### src/rtl/modbus_pkg.sv
// Shared constants, state encodings and CRC helper
// for the Modbus RTU transmit path.
package modbus_pkg;

  localparam logic [15:0] CRC_INIT = 16'hFFFF;
  localparam logic [15:0] CRC_POLY = 16'hA001;
  localparam int FRAME_END_BIT = 8;

  typedef enum logic [2:0] {
    ST_IDLE,
    ST_LOAD,
    ST_SHIFT,
    ST_WAIT,
    ST_CRC_HI,
    ST_GAP
  } state_t;

  typedef enum logic [1:0] {
    SRC_DATA,
    SRC_CRC_LO,
    SRC_CRC_HI
  } src_t;

  function automatic logic [15:0] crc16_byte(
    input logic [15:0] crc,
    input logic [7:0]  data
  );
    logic [15:0] c;
    c = crc ^ {8'h00, data};
    for (int i = 0; i < 8; i++) begin
      c = c[0] ? ((c >> 1) ^ CRC_POLY) : (c >> 1);
    end
    return c;
  endfunction

endpackage

### src/rtl/modbus_rtu_tx_uart.sv
// UART character shifter: start, 8 data LSB first,
// optional parity, stop bits; done pulses in last clock.
module uart_tx_core #(
  parameter int CLK_DIV   = 16,
  parameter int PARITY    = 0,
  parameter int STOP_BITS = 1
) (
  input  logic       clk,
  input  logic       rst,
  input  logic       load,
  input  logic [7:0] data,
  output logic       tx,
  output logic       done
);

  localparam int CHAR_BITS = 9 + ((PARITY != 0) ? 1 : 0) + STOP_BITS;
  localparam int SW = CHAR_BITS - 1;
  localparam int BW = $clog2(CLK_DIV);
  localparam int IW = $clog2(CHAR_BITS);
  localparam logic [BW-1:0] BIT_LAST = BW'(CLK_DIV - 1);
  localparam logic [IW-1:0] IDX_LAST = IW'(CHAR_BITS - 1);

  logic [CHAR_BITS-1:0] frame;
  logic [SW-1:0]        shreg;
  logic [BW-1:0]        bit_cnt;
  logic [IW-1:0]        idx;
  logic                 active;
  logic                 tx_q;

  always_comb begin
    frame      = '1;
    frame[0]   = 1'b0;
    frame[8:1] = data;
    if (PARITY != 0) begin
      frame[9] = (^data) ^ (PARITY == 2);
    end
  end

  assign done = active && (bit_cnt == BIT_LAST) && (idx == IDX_LAST);
  assign tx   = tx_q;

  always_ff @(posedge clk) begin
    if (rst) begin
      shreg   <= '1;
      bit_cnt <= '0;
      idx     <= '0;
      active  <= 1'b0;
      tx_q    <= 1'b1;
    end else if (load) begin
      shreg   <= frame[CHAR_BITS-1:1];
      tx_q    <= frame[0];
      bit_cnt <= '0;
      idx     <= '0;
      active  <= 1'b1;
    end else if (active) begin
      if (bit_cnt == BIT_LAST) begin
        bit_cnt <= '0;
        if (idx == IDX_LAST) begin
          active <= 1'b0;
          tx_q   <= 1'b1;
        end else begin
          idx   <= idx + 1'b1;
          tx_q  <= shreg[0];
          shreg <= {1'b1, shreg[SW-1:1]};
        end
      end else begin
        bit_cnt <= bit_cnt + 1'b1;
      end
    end
  end

endmodule

### src/rtl/modbus_rtu_tx.sv
// Modbus RTU frame transmitter: handshake, CRC append,
// RS-485 enable, inter-frame silence and underrun flag.
module modbus_rtu_tx
  import modbus_pkg::*;
#(
  parameter int CLK_DIV       = 16,
  parameter int PARITY        = 0,
  parameter int STOP_BITS     = 1,
  parameter int SILENCE_BITS  = 39,
  parameter int UNDERRUN_BITS = 17
) (
  input  logic       clk,
  input  logic       rst,
  input  logic [8:0] dataIn,
  input  logic       writeReq,
  output logic       writeAck,
  output logic       tx,
  output logic       txEnable,
  output logic       busy,
  output logic       underrun
);

  localparam int MAX_BITS =
    (SILENCE_BITS > UNDERRUN_BITS) ? SILENCE_BITS : UNDERRUN_BITS;
  localparam int CNT_MAX = MAX_BITS * CLK_DIV;
  localparam int CW = $clog2(CNT_MAX + 1);
  localparam logic [CW-1:0] CNT_SAT  = CW'(CNT_MAX);
  localparam logic [CW-1:0] GAP_LAST = CW'(SILENCE_BITS * CLK_DIV - 1);
  localparam logic [CW-1:0] UND_LAST = CW'(UNDERRUN_BITS * CLK_DIV - 1);

  state_t        state_q, state_n;
  src_t          src_q;
  logic [7:0]    byte_q;
  logic [15:0]   crc_q;
  logic [CW-1:0] cnt_q;
  logic          ack_q;
  logic          under_q;
  logic          sample;
  logic          accept;
  logic          marker;
  logic          load;
  logic          done;

  assign marker = dataIn[FRAME_END_BIT];
  // ack cycle in IDLE must not re-sample the still-held request
  assign sample = ((state_q == ST_IDLE) && !ack_q) || (state_q == ST_WAIT);
  assign accept = sample && writeReq;
  assign load   = (state_q == ST_LOAD);

  assign writeAck = ack_q;
  assign underrun = under_q;
  assign busy     = (state_q != ST_IDLE);
  assign txEnable = (state_q != ST_IDLE) && (state_q != ST_GAP);

  always_comb begin
    state_n = state_q;
    unique case (state_q)
      ST_IDLE:   if (accept && !marker) state_n = ST_LOAD;
      ST_LOAD:   state_n = ST_SHIFT;
      ST_SHIFT: begin
        if (done) begin
          unique case (src_q)
            SRC_DATA:   state_n = ST_WAIT;
            SRC_CRC_LO: state_n = ST_CRC_HI;
            default:    state_n = ST_GAP;
          endcase
        end
      end
      ST_WAIT:   if (accept) state_n = ST_LOAD;
      ST_CRC_HI: state_n = ST_LOAD;
      ST_GAP:    if (cnt_q == GAP_LAST) state_n = ST_IDLE;
      default:   state_n = ST_IDLE;
    endcase
  end

  always_ff @(posedge clk) begin
    if (rst) begin
      state_q <= ST_IDLE;
      src_q   <= SRC_DATA;
      byte_q  <= '0;
      crc_q   <= CRC_INIT;
      cnt_q   <= '0;
      ack_q   <= 1'b0;
      under_q <= 1'b0;
    end else begin
      state_q <= state_n;
      ack_q   <= accept;
      under_q <= (state_q == ST_WAIT) && (cnt_q == UND_LAST);
      if (state_n != state_q) begin
        cnt_q <= '0;
      end else if (cnt_q != CNT_SAT) begin
        cnt_q <= cnt_q + 1'b1;
      end
      if (accept && !marker) begin
        byte_q <= dataIn[7:0];
        crc_q  <= crc16_byte(crc_q, dataIn[7:0]);
        src_q  <= SRC_DATA;
      end else if (accept && (state_q == ST_WAIT)) begin
        byte_q <= crc_q[7:0];
        src_q  <= SRC_CRC_LO;
      end
      if (state_q == ST_CRC_HI) begin
        byte_q <= crc_q[15:8];
        src_q  <= SRC_CRC_HI;
      end
      if ((state_q == ST_GAP) && (state_n == ST_IDLE)) begin
        crc_q <= CRC_INIT;
      end
    end
  end

  uart_tx_core #(
    .CLK_DIV  (CLK_DIV),
    .PARITY   (PARITY),
    .STOP_BITS(STOP_BITS)
  ) u_core (
    .clk (clk),
    .rst (rst),
    .load(load),
    .data(byte_q),
    .tx  (tx),
    .done(done)
  );

endmodule
### config.mk
export PLATFORM = sky130hd
export DESIGN_NAME = modbus_rtu_tx
export DESIGN_NICKNAME = d
export VERILOG_FILES = /design/src/rtl/modbus_pkg.sv /design/src/rtl/modbus_rtu_tx_uart.sv /design/src/rtl/modbus_rtu_tx.sv
export SDC_FILE = /design/constraint.sdc
export NUM_CORES = 1
export LEC_CHECK = 0
export ABC_AREA = 1
export BUFFER_PORTS_ARGS = -buffer_cell sky130_fd_sc_hd__buf_2
export CAP_MARGIN = 10
export CORE_ASPECT_RATIO = 1.75
export CORE_MARGIN = 3
export CORE_UTILIZATION = 55
export CTS_BUF_LIST = sky130_fd_sc_hd__clkbuf_2 sky130_fd_sc_hd__clkbuf_4 sky130_fd_sc_hd__clkbuf_8
export DETAILED_ROUTE_END_ITERATION = 16
export GPL_ROUTABILITY_DRIVEN = 0
export PLACE_DENSITY = 0.77
export SYNTH_ARGS = -nofsm -noshare
export SYNTH_HDL_FRONTEND = slang
export SYNTH_SLANG_ARGS = --single-unit
### constraint.sdc
create_clock -name clk -period 2.11 [get_ports clk]
set_input_delay 0.211 -clock clk [delete_from_list [all_inputs] [get_ports clk]]
set_output_delay 0.211 -clock clk [all_outputs]
set_load 0.01 [all_outputs]
==> results of run 1 <==
## critical path, cell delays in order, from the launching register on
cell,delay (ns)
dfxtp_1,0.39
ha_1,0.17
inv_1,0.06
nor3_2,0.21
nand2_1,0.13
o21ai_2,0.22
o21ai_2,0.11
o21ai_2,0.25
clkinv_4,0.18
o311ai_0,0.13
## worst max path at each step
stage / start / end / depth (start not counted)
floorplan: u_core.bit_cnt[0] / u_core.shreg[0] / 9
global placement: u_core.bit_cnt[0] / crc_q[10] / 10
detailed placement: u_core.bit_cnt[0] / crc_q[10] / 10
CTS: u_core.bit_cnt[0] / crc_q[10] / 10
global route: cnt_q[0] / crc_q[10] / 9
finish: cnt_q[0] / crc_q[10] / 9
## placed cells by master (no fill, tap or decap), types with 3 or more instances in the layout
cell | synthesis | final
nand2_1 | 112 | 112
dfxtp_1 | 59 | 59
inv_1 | 50 | 50
nor2_1 | 40 | 39
nand3_1 | 29 | 29
a21oi_1 | 23 | 23
o21ai_0 | 21 | 21
buf_2 | 3 | 16
o211ai_1 | 15 | 15
clkbuf_8 | 0 | 12
or2_2 | 11 | 11
xor2_1 | 10 | 10
nor3_1 | 7 | 7
nand4_1 | 6 | 6
buf_4 | 0 | 6
ha_1 | 5 | 5
xnor2_1 | 4 | 4
o21ai_2 | 3 | 3
## logic make-up after synthesis
kind of cell / synth area share [%]
AOI/OAI and AO/OA: 14.4
xor gates and xnor gates: 4.02
adders and majority gates: 2.05
and+or+nand+nor: 31.4
buffers and inverters: 8.73
muxes: 0.656
DFF: 38.7
## flip-flops by register name, indices dropped and copies added, names as in the netlist
register and cells:
writeAck 1, byte_q 8, crc_q 16, underrun 1
state_q 3, src_q 2, u_core.bit_cnt 4, u_core.shreg 8
u_core.idx 4, u_core.tx 1, u_core.active 1, cnt_q 10
## per-stage QoR
| step | util, % | power, uW | instance area [um2] | std cells | hold WS [ns] |
|---|---|---|---|---|---|
| after detailed placement | 60.9 | 1680 | 3230 | 519 | 0.453 |
| after global routing | 65.1 | 2870 | 3450 | 535 | 0.184 |
| after global placement | 60.9 | 1660 | 3230 | 519 | 0.452 |
| after CTS | 64.9 | 2750 | 3440 | 535 | 0.150 |
| after floorplan | - | 1570 | 3050 | 432 | 0.416 |
| final | 65.1 | 2740 | 3450 | 535 | 0.158 |
## what timing repair did
item / in CTS / in global routing
endpoints found under the setup margin: 0 / 16
buffers inserted: 0 / 0
gates resized for setup: 0 / 4
## cell type report
class	instances	area share, %
clock buffer	12	4.78
sequential	59	34.2
multi-input combinational	309	46.7
inverter	54	6.02
tap	74	2.68
timing repair buffer	23	4.20
clock inverter	4	1.38
## power by group
part	switching (uW)	total, uW	internal, uW
logic	269	425	156
clock network	442	1080	638
registers	51.3	1230	1180
total	762	2740	1970
## metal layers
| layer | up-vias | wire length [um] | track usage [%] | part of all wire (%) |
|---|---|---|---|---|
| li1 | 1455 | - | - | - |
| met1 | 1301 | 2510 | 22.7 | 38 |
| met2 | 41 | 3610 | 41.7 | 55 |
| met3 | 25 | 154 | 2.58 | 2.3 |
| met4 | 0 | 311 | 15.8 | 4.7 |
| met5 | - | 0 | 0 | 0 |
==> metrics.yaml, run 1 <==
outcome:
  run_status: "completed"
die:
  initial_core_util_pct: 57.6
  core-area_mm2: 0.00530
  die_area_mm2: 0.00652
  die_h_um: 105
  io-pin-count: 17
  die_w_um: 62.3
  num_rows: 35
clock_network:
  clkLatencyLatePin_ns: 0.33
  cts.path.max_buffers: 2
  numCtsBuffers: 9
  cts_tree: "done"
  htreeDepth: 3
  clockRootBuffer: "clkbuf_8"
  cts_hold_buf: 0
  clk_pin_slew_ns: 0.07
  clkSinkCount: 59
synth:
  yosys_warnings: 0
  synth_area_mm2: 0.00305
  yosys.area.top_type: "dfxtp_1"
  syn_inst: 432
  ys.flop_type: "dfxtp_1"
  syn_area_per_cell_um2: 7.07
  synth_common_cells: "nand2_1 (112), dfxtp_1 (59), inv_1 (50)"
  synthMostInstantiatedCell: "nand2_1"
  syn_nets: 449
  ys_ff_latch: 59
  seq_area_frac_synth_pct: 38.7
  netlist.area_leader.share_pct: 38.7
  ys_types: 37
  async_flop_share_pct: 0
  synth.area.top_cells: "dfxtp_1 (39%), nand2_1 (14%), inv_1 (6.1%)"
  synth_edf_count: 0
sta:
  fmax_ghz: 0.514
  setup_ws_ns: 0.165
  finalCritPeriodShare_pct: 92.2
  final_max_slew_viol_count: 0
  fin_setup_tns_ns: 0
  hold_violations: 0
  rsz0062_at_grt: "no"
  skew_ns: 0.00763
  relSlewSlack_pct: 70.8
  setup_viol: 0
  min_period_ns: 1.95
  tightest_slew_ns: 0.435
detailed_routing:
  num_vias: 2822
  drc: 0
  drtIter0Drc: 109
  routed_wl_um: 6590
  avgViaCountPerCell: 5.27
  postRouteAntennaNets: 0
  drt_pass1_iterations: 4
  wl_per_cell_um: 12.3
worst_hold_path:
  min_path_type: "input port to register"
  worstHoldPathCells: 2
  min-delay-start: "rst"
  min_to: "state_q[2]"
setup_path:
  crit_type: "register to register"
  ff2ff_path_depth: 9
  r2r_slack_ns: 0.16
  path_max_fanout: 14
  start_kind: "register"
  reg2reg_from: "cnt_q[0]"
  required_ns: 2.33
  end_kind: "register"
  arrival_ns: 2.17
  r2r_end: "crc_q[10]"
grt:
  grt_pass1_wl_um: 12000
  grt_pass1_vias: 2874
  antenna_found_initial: 0
  grt_max_degree: 23
  grt-ovfl-total: 0
  grt_util_all_layers_pct: 22.4
finish:
  fillers: 472
  fin_nets: 473
  multi_input_area_mm2: 0.00161
  syn2layout_area_growth_pct: 13.1
  regArea_mm2: 0.00118
  antenna_cells: 0
  drive_gt1_share_pct: 14.1
power_and_ir_drop:
  ir_drop_mv: 0.618
  p_per_area_mw_per_mm2: 792
  p_leak_uw: 0.00166
placement:
  dp_hpwl_um: 5040
  port_buffers: 16
  place_ws_ns: 0.166
job:
  drv_cap: 0
(Power assumes the default switching activity.)
==> run 2, diff against run 1 <==
- CELL_PAD_IN_SITES_DETAIL_PLACEMENT: unset -> 1
- CELL_PAD_IN_SITES_GLOBAL_PLACEMENT: unset -> 1
- CORE_MARGIN: 3 -> 5
- CORE_UTILIZATION: 55 -> 46
- PLACE_DENSITY: 0.77 -> 0.86
==> run 2 against run 1 <==
  * Largest power group unchanged
  * Final area fell by 0.29%
  * Critical path type unchanged
  * Cell count rose by 1.5%
  * Sequential share of layout area grew 0.10 points
  * Highest routed layer unchanged
  * Sequential power hardly changed
  * Clock power is essentially flat
  * Core utilization is 12 points lower
  * Total power down 0.13%
==> metrics.yaml, run 2 (synthesized netlist as in run 1, its figures left out) <==
finish:
  largest_reg_flops: 16  # unchanged
  syn2layout_area_growth_pct: 12.7
  fin_nets: 473  # unchanged
  top_regs: "crc_q (16), cnt_q (10)"
  mostFrequentLayoutCells: "nand2_1 (112), dfxtp_1 (59), inv_1 (50)"
  antenna_cells: 0  # unchanged
  layout_commonest_cell: "nand2_1"
  drive_gt1_share_pct: 14.3  # +0.22 points
  final_util_pct: 53.0  # -12 points
  top_register: "crc_q"
detailed_routing:
  wl_per_cell_um: 15.4  # +25%
  avgViaCountPerCell: 5.33  # +1.1%
  num_vias: 2896  # +2.6%
  drc: 0  # unchanged
  postRouteAntennaNets: 0  # unchanged
  drtIter0Drc: 58  # -47%
  drt_pass1_iterations: 4  # unchanged
  routed_wl_um: 8380  # +27%
setup_path:
  worst_path_largest_cell_delay_ns: 0.39  # about the same
  crit_type: "register to register"
  end_kind: "register"
  start_kind: "register"
  path_max_fanout: 14  # unchanged
  crit_top_cell: "o21ai_2"
  required_ns: 2.35  # +0.02 ns
  path_cells: "ha_1 -> inv_1 -> nor3_2 -> nand2_1 -> o21ai_2 -> o21ai_2 -> o21ai_2 -> inv_4 -> o311ai_0"
  arrival_ns: 2.16  # about the same
  cpMaxStageDelayCell: "dfxtp_1"
placement:
  dp_hpwl_um: 6480  # +28%
  port_buffers: 16  # unchanged
grt:
  grt_max_degree: 23  # unchanged
  grt_pass1_wl_um: 14300  # +20%
  grt_pass1_vias: 3224  # +12%
  grt-ovfl-total: 0  # unchanged
  antenna_found_initial: 0  # unchanged
  grt_util_all_layers_pct: 21.4  # -1.0 points
sta:
  finalCritPeriodShare_pct: 90.9  # -1.3 points
  fin_setup_tns_ns: 0  # unchanged
  setup_viol: 0  # unchanged
  relSlewSlack_pct: 66.4  # -4.4 points
  tightest_slew_ns: 0.500  # +0.0651 ns
  final_max_slew_viol_count: 0  # unchanged
  skew_ns: 0.0102  # +0.00260 ns
  fmax_ghz: 0.521  # +1.4%
  rsz0062_at_grt: "no"
  hold_violations: 0  # unchanged
  min_period_ns: 1.92  # -0.0270 ns
clock_network:
  cts_tree: "done"
  clockRootBuffer: "clkbuf_8"
  htreeDepth: 3  # unchanged
  clk_pin_slew_ns: 0.07  # about the same
  clkLatencyLatePin_ns: 0.35  # +0.02 ns
  cts.path.max_buffers: 2  # unchanged
  numCtsBuffers: 9  # unchanged
  post-cts-setup-buffer-count: 0  # unchanged
  clkSinkCount: 59  # unchanged
power_and_ir_drop:
  ir_drop_mv: 0.468  # -24%
  p_per_area_mw_per_mm2: 794  # +0.16%
  p_leak_uw: 0.00166  # -0.23%
die:
  io-pin-count: 17  # unchanged
  num_rows: 39  # +11%
  die_h_um: 118  # +13%
  die_area_mm2: 0.00843  # +29%
  core-area_mm2: 0.00649  # +22%
  initial_core_util_pct: 47.0  # -11 points
  die_w_um: 71.6  # +15%
job:
  drv_cap: 0  # unchanged
worst_hold_path:
  min_path_type: "input port to register"
outcome:
  run_status: "completed"
[run 2: area by class of cell]
class	count	area, um2
tap	82	103
timing repair buffer	23	145
fill	861	3050
inverter	54	205
sequential	59	1180
clock inverter	5	52.6
multi-input combinational	309	1610
clock buffer	11	145
[run 2: path summary, 6_finish.rpt]
check             startpoint              end  slack, ns  cells after the start
max                 cnt_q[0]        crc_q[10]       0.19                      9
min                      rst       state_q[2]       0.16                      2
max reg2reg         cnt_q[0]        crc_q[10]       0.19                      9
min reg2reg  u_core.shreg[0]  u_core.shreg[0]       0.50                      2
[run 2: per-stage QoR]
stage | cells | cell area [um2] | worst slack, ns | hold WS, ns | power (uW)
floorplan | 432 | 3050 | 0.452 | 0.416 | 1570
global placement | 527 | 3240 | 0.219 | 0.455 | 1670
detailed placement | 527 | 3240 | 0.130 | 0.462 | 1700
CTS | 543 | 3430 | 0.115 | 0.136 | 2760
global route | 543 | 3440 | 0.00385 | 0.146 | 2870
finish | 543 | 3440 | 0.192 | 0.160 | 2730
[run 2: worst max-delay path, delay by kind of cell (launching register included)]
family | cells | cell delay [ns]
adders and majority gates | 1 | 0.18
buffers and inverters | 2 | 0.20
AOI/OAI and AO/OA | 4 | 0.70
DFF | 1 | 0.39
and+or+nand+nor | 2 | 0.34
[run 2: power breakdown]
group / internal (uW) / switching (uW)
Combinational: 158 / 292
Clock: 584 / 464
Sequential: 1180 / 54.1
Total: 1920 / 810
[run 2: repair_timing]
item                       CTS  global route
hold endpoints to repair     0             0
resized for setup            0             3
hold buffers                 0             0
setup endpoints to repair    0            17
[run 2: routing by layer]
metal  routed length (um)  GRT usage (%)  up-vias
li1                     -              -     1454
met1                 3000           19.4     1376
met2                 4840           41.6       42
met3                  198           5.04       24
met4                  336           10.9        0
met5                    0              0        -
==> run 3, diff against run 2 <==
- CTS_BUF_LIST: sky130_fd_sc_hd__clkbuf_2 sky130_fd_sc_hd__clkbuf_4 sky130_fd_sc_hd__clkbuf_8 -> sky130_fd_sc_hd__clkbuf_4 sky130_fd_sc_hd__clkbuf_8
- REMOVE_ABC_BUFFERS: unset -> 1
==> run 3 against run 2 <==
  * Total power shrank 3.9%
  * Maximum frequency increased by 3.4%
  * Sequential power barely moved
  * Die area stayed put
  * Final area shrank 0.65%
  * Worst hold slack improved by 0.028 ns
  * Routed wire length shrank 6.3%
  * Cell count is 0.18% higher
  * Critical path type unchanged
  * Critical endpoint is now cnt_q[9]
  * Largest cell class unchanged
==> metrics.yaml, run 3 (synthesized netlist as in run 1, its figures left out) <==
finish:
  layout_commonest_cell: "nand2_1"
  top_register: "crc_q"
  top_regs: "crc_q (16), cnt_q (10)"
  mostFrequentLayoutCells: "nand2_1 (112), dfxtp_1 (58), inv_1 (50)"
  fillers: 867  # +0.70%
  drive_gt1_share_pct: 14.3  # -0.031 points
  largest_reg_flops: 16  # unchanged
  syn2layout_area_growth_pct: 12.0
  antenna_cells: 0  # unchanged
  fin_nets: 474  # +0.21%
power_and_ir_drop:
  intPower_uw: 1860  # -3.1%
  p_sw_uw: 765  # -5.6%
  p_per_area_mw_per_mm2: 768  # -3.2%
  power.clock.fraction_pct: 36.3  # -2.1 points
  combPwrFrac_pct: 16.8  # +0.3 points
  p_leak_uw: 0.00165  # -0.23%
  finalPower_uw: 2630  # -3.9%
  switching_share_pct: 29.1  # -0.53 points
  ir_drop_mv: 0.466  # -0.44%
  p_seq_share_pct: 46.9  # +1.7 points
die:
  io-pin-count: 17  # unchanged
  die_area_mm2: 0.00843  # unchanged
  core-area_mm2: 0.00649  # unchanged
  initial_core_util_pct: 47.0  # unchanged
  die_h_um: 118  # unchanged
  die_w_um: 71.6  # unchanged
  num_rows: 39  # unchanged
sta:
  finalHoldWorstSlack_ns: 0.187  # +0.0278 ns
  setup_viol: 0  # unchanged
  skew_ns: 0.00383  # -0.00640 ns
  tightest_slew_ns: 0.497  # -0.00300 ns
  min_period_ns: 1.86  # -0.0630 ns
  finalCritPeriodShare_pct: 87.9  # -3.0 points
  fmax_ghz: 0.539  # +3.4%
  final_max_slew_viol_count: 0  # unchanged
  relSlewSlack_pct: 66.6  # +0.20 points
  fin_setup_tns_ns: 0  # unchanged
  hold_violations: 0  # unchanged
  rsz0062_at_grt: "no"
job:
  drv_cap: 0  # unchanged
detailed_routing:
  postRouteAntennaNets: 0  # unchanged
  avgViaCountPerCell: 5.22  # -2.1%
  drtIter0Drc: 78  # +34%
  routed_wl_um: 7860  # -6.3%
  wl_per_cell_um: 14.4  # -6.4%
  num_vias: 2840  # -1.9%
  drt_pass1_iterations: 4  # unchanged
  drc: 0  # unchanged
setup_path:
  end_kind: "register"
  ff2ff_path_depth: 12  # +3
  r2r_slack_ns: 0.25  # +0.06 ns
  reg2reg_from: "u_core.idx[1]"
  start_kind: "register"
  arrival_ns: 2.13  # -0.03 ns
  path_max_fanout: 10  # -4
  crit_type: "register to register"
  required_ns: 2.38  # +0.03 ns
  r2r_end: "cnt_q[9]"
clock_network:
  clockRootBuffer: "clkbuf_8"
  numCtsBuffers: 9  # unchanged
  cts.path.max_buffers: 2  # unchanged
  clk_pin_slew_ns: 0.06  # about the same
  clkLatencyLatePin_ns: 0.34  # about the same
  post-cts-setup-buffer-count: 0  # unchanged
  cts_tree: "done"
  cts_hold_buf: 0  # unchanged
  clkSinkCount: 59  # unchanged
  post_cts_resized: 0  # unchanged
  htreeDepth: 3  # unchanged
grt:
  grt_util_all_layers_pct: 20.6  # -0.84 points
  grt_pass1_vias: 3062  # -5.0%
  grt-ovfl-total: 0  # unchanged
  grt_pass1_wl_um: 13800  # -3.6%
  grt_max_degree: 25  # +8.7%
  antenna_found_initial: 0  # unchanged
placement:
  dp_hpwl_um: 6040  # -6.7%
  port_buffers: 16  # unchanged
worst_hold_path:
  min_path_type: "input port to register"
  min_to: "state_q[2]"
  worstHoldPathCells: 2  # unchanged
  min-delay-start: "rst"
outcome:
  run_status: "completed"
==> run 3: cell types whose count changed in the layout (fill, tap and decap cells not counted) <==
cell	change
clkinvlp_4	-1
nor2_2	-2
buf_12	-1
clkbuf_4	+2
buf_4	+2
clkbuf_8	+1
dfxtp_2	+1
bufinv_16	-1
dfxtp_1	-1
nor2_1	+2
clkinv_2	-1
==> run 3: per-layer routing <==
metal / share of wire, % / routed length (um) / track usage, % / vias to the layer above
li1: - / - / - / 1458
met2: 58 / 4570 / 39.3 / 28
met3: 2.2 / 171 / 4.62 / 15
met4: 2.4 / 191 / 9.06 / 0
met5: 0 / 0 / 0 / -
met1: 37 / 2930 / 20.1 / 1339
==> run 3: critical path, stage by stage, from the launching register on <==
cell     delay [ns]
dfxtp_2        0.36
inv_1          0.06
ha_1           0.17
nand3_1        0.13
inv_1          0.06
nand2_1        0.09
nor2_1         0.06
or2_2          0.29
nand4_1        0.08
nand2_1        0.06
nor2_1         0.16
nand3_4        0.15
nor2_1         0.13
==> run 3: area by class of cell <==
| class | instances | area [um2] | area share, % |
|---|---|---|---|
| well taps | 82 | 103 | 3.00 |
| clock buffers | 14 | 174 | 5.09 |
| multi-input cells | 309 | 1610 | 46.9 |
| flip-flops and latches | 59 | 1180 | 34.6 |
| inverters | 54 | 205 | 6.00 |
| clock inverters | 2 | 10.0 | 0.293 |
| repair buffers | 24 | 140 | 4.10 |
==> run 3: worst max path at each step <==
stage / start / end / slack, ns / cells past startpoint
final: u_core.idx[1] / cnt_q[9] / 0.25 / 12
after global routing: u_core.bit_cnt[0] / crc_q[8] / 0.008 / 10
after CTS: u_core.idx[1] / cnt_q[9] / 0.18 / 12
after detailed placement: u_core.bit_cnt[0] / crc_q[10] / 0.22 / 10
after global placement: u_core.bit_cnt[0] / crc_q[10] / 0.29 / 10
after floorplan: state_q[0] / byte_q[0] / 0.35 / 8
==> run 3: power groups by stage <==
| stage | Clock, uW | Sequential (uW) | Combinational, uW |
|---|---|---|---|
| floorplan | 0 | 1240 | 310 |
| global placement | 0 | 1250 | 420 |
| detailed placement | 0 | 1260 | 439 |
| CTS | 976 | 1230 | 446 |
| global route | 1040 | 1240 | 506 |
| finish | 954 | 1230 | 440 |
==> run 3: stage by stage <==
step | instance area (um2) | utilization (%) | setup slack, ns | std cells
6_report | 3420 | 52.7 | 0.255 | 544
3_5_place_dp | 3230 | 49.8 | 0.223 | 528
3_3_place_gp | 3230 | 49.8 | 0.291 | 528
2_1_floorplan | 2990 | - | 0.351 | 422
4_1_cts | 3420 | 52.6 | 0.180 | 544
5_1_grt | 3420 | 52.7 | 0.00780 | 544
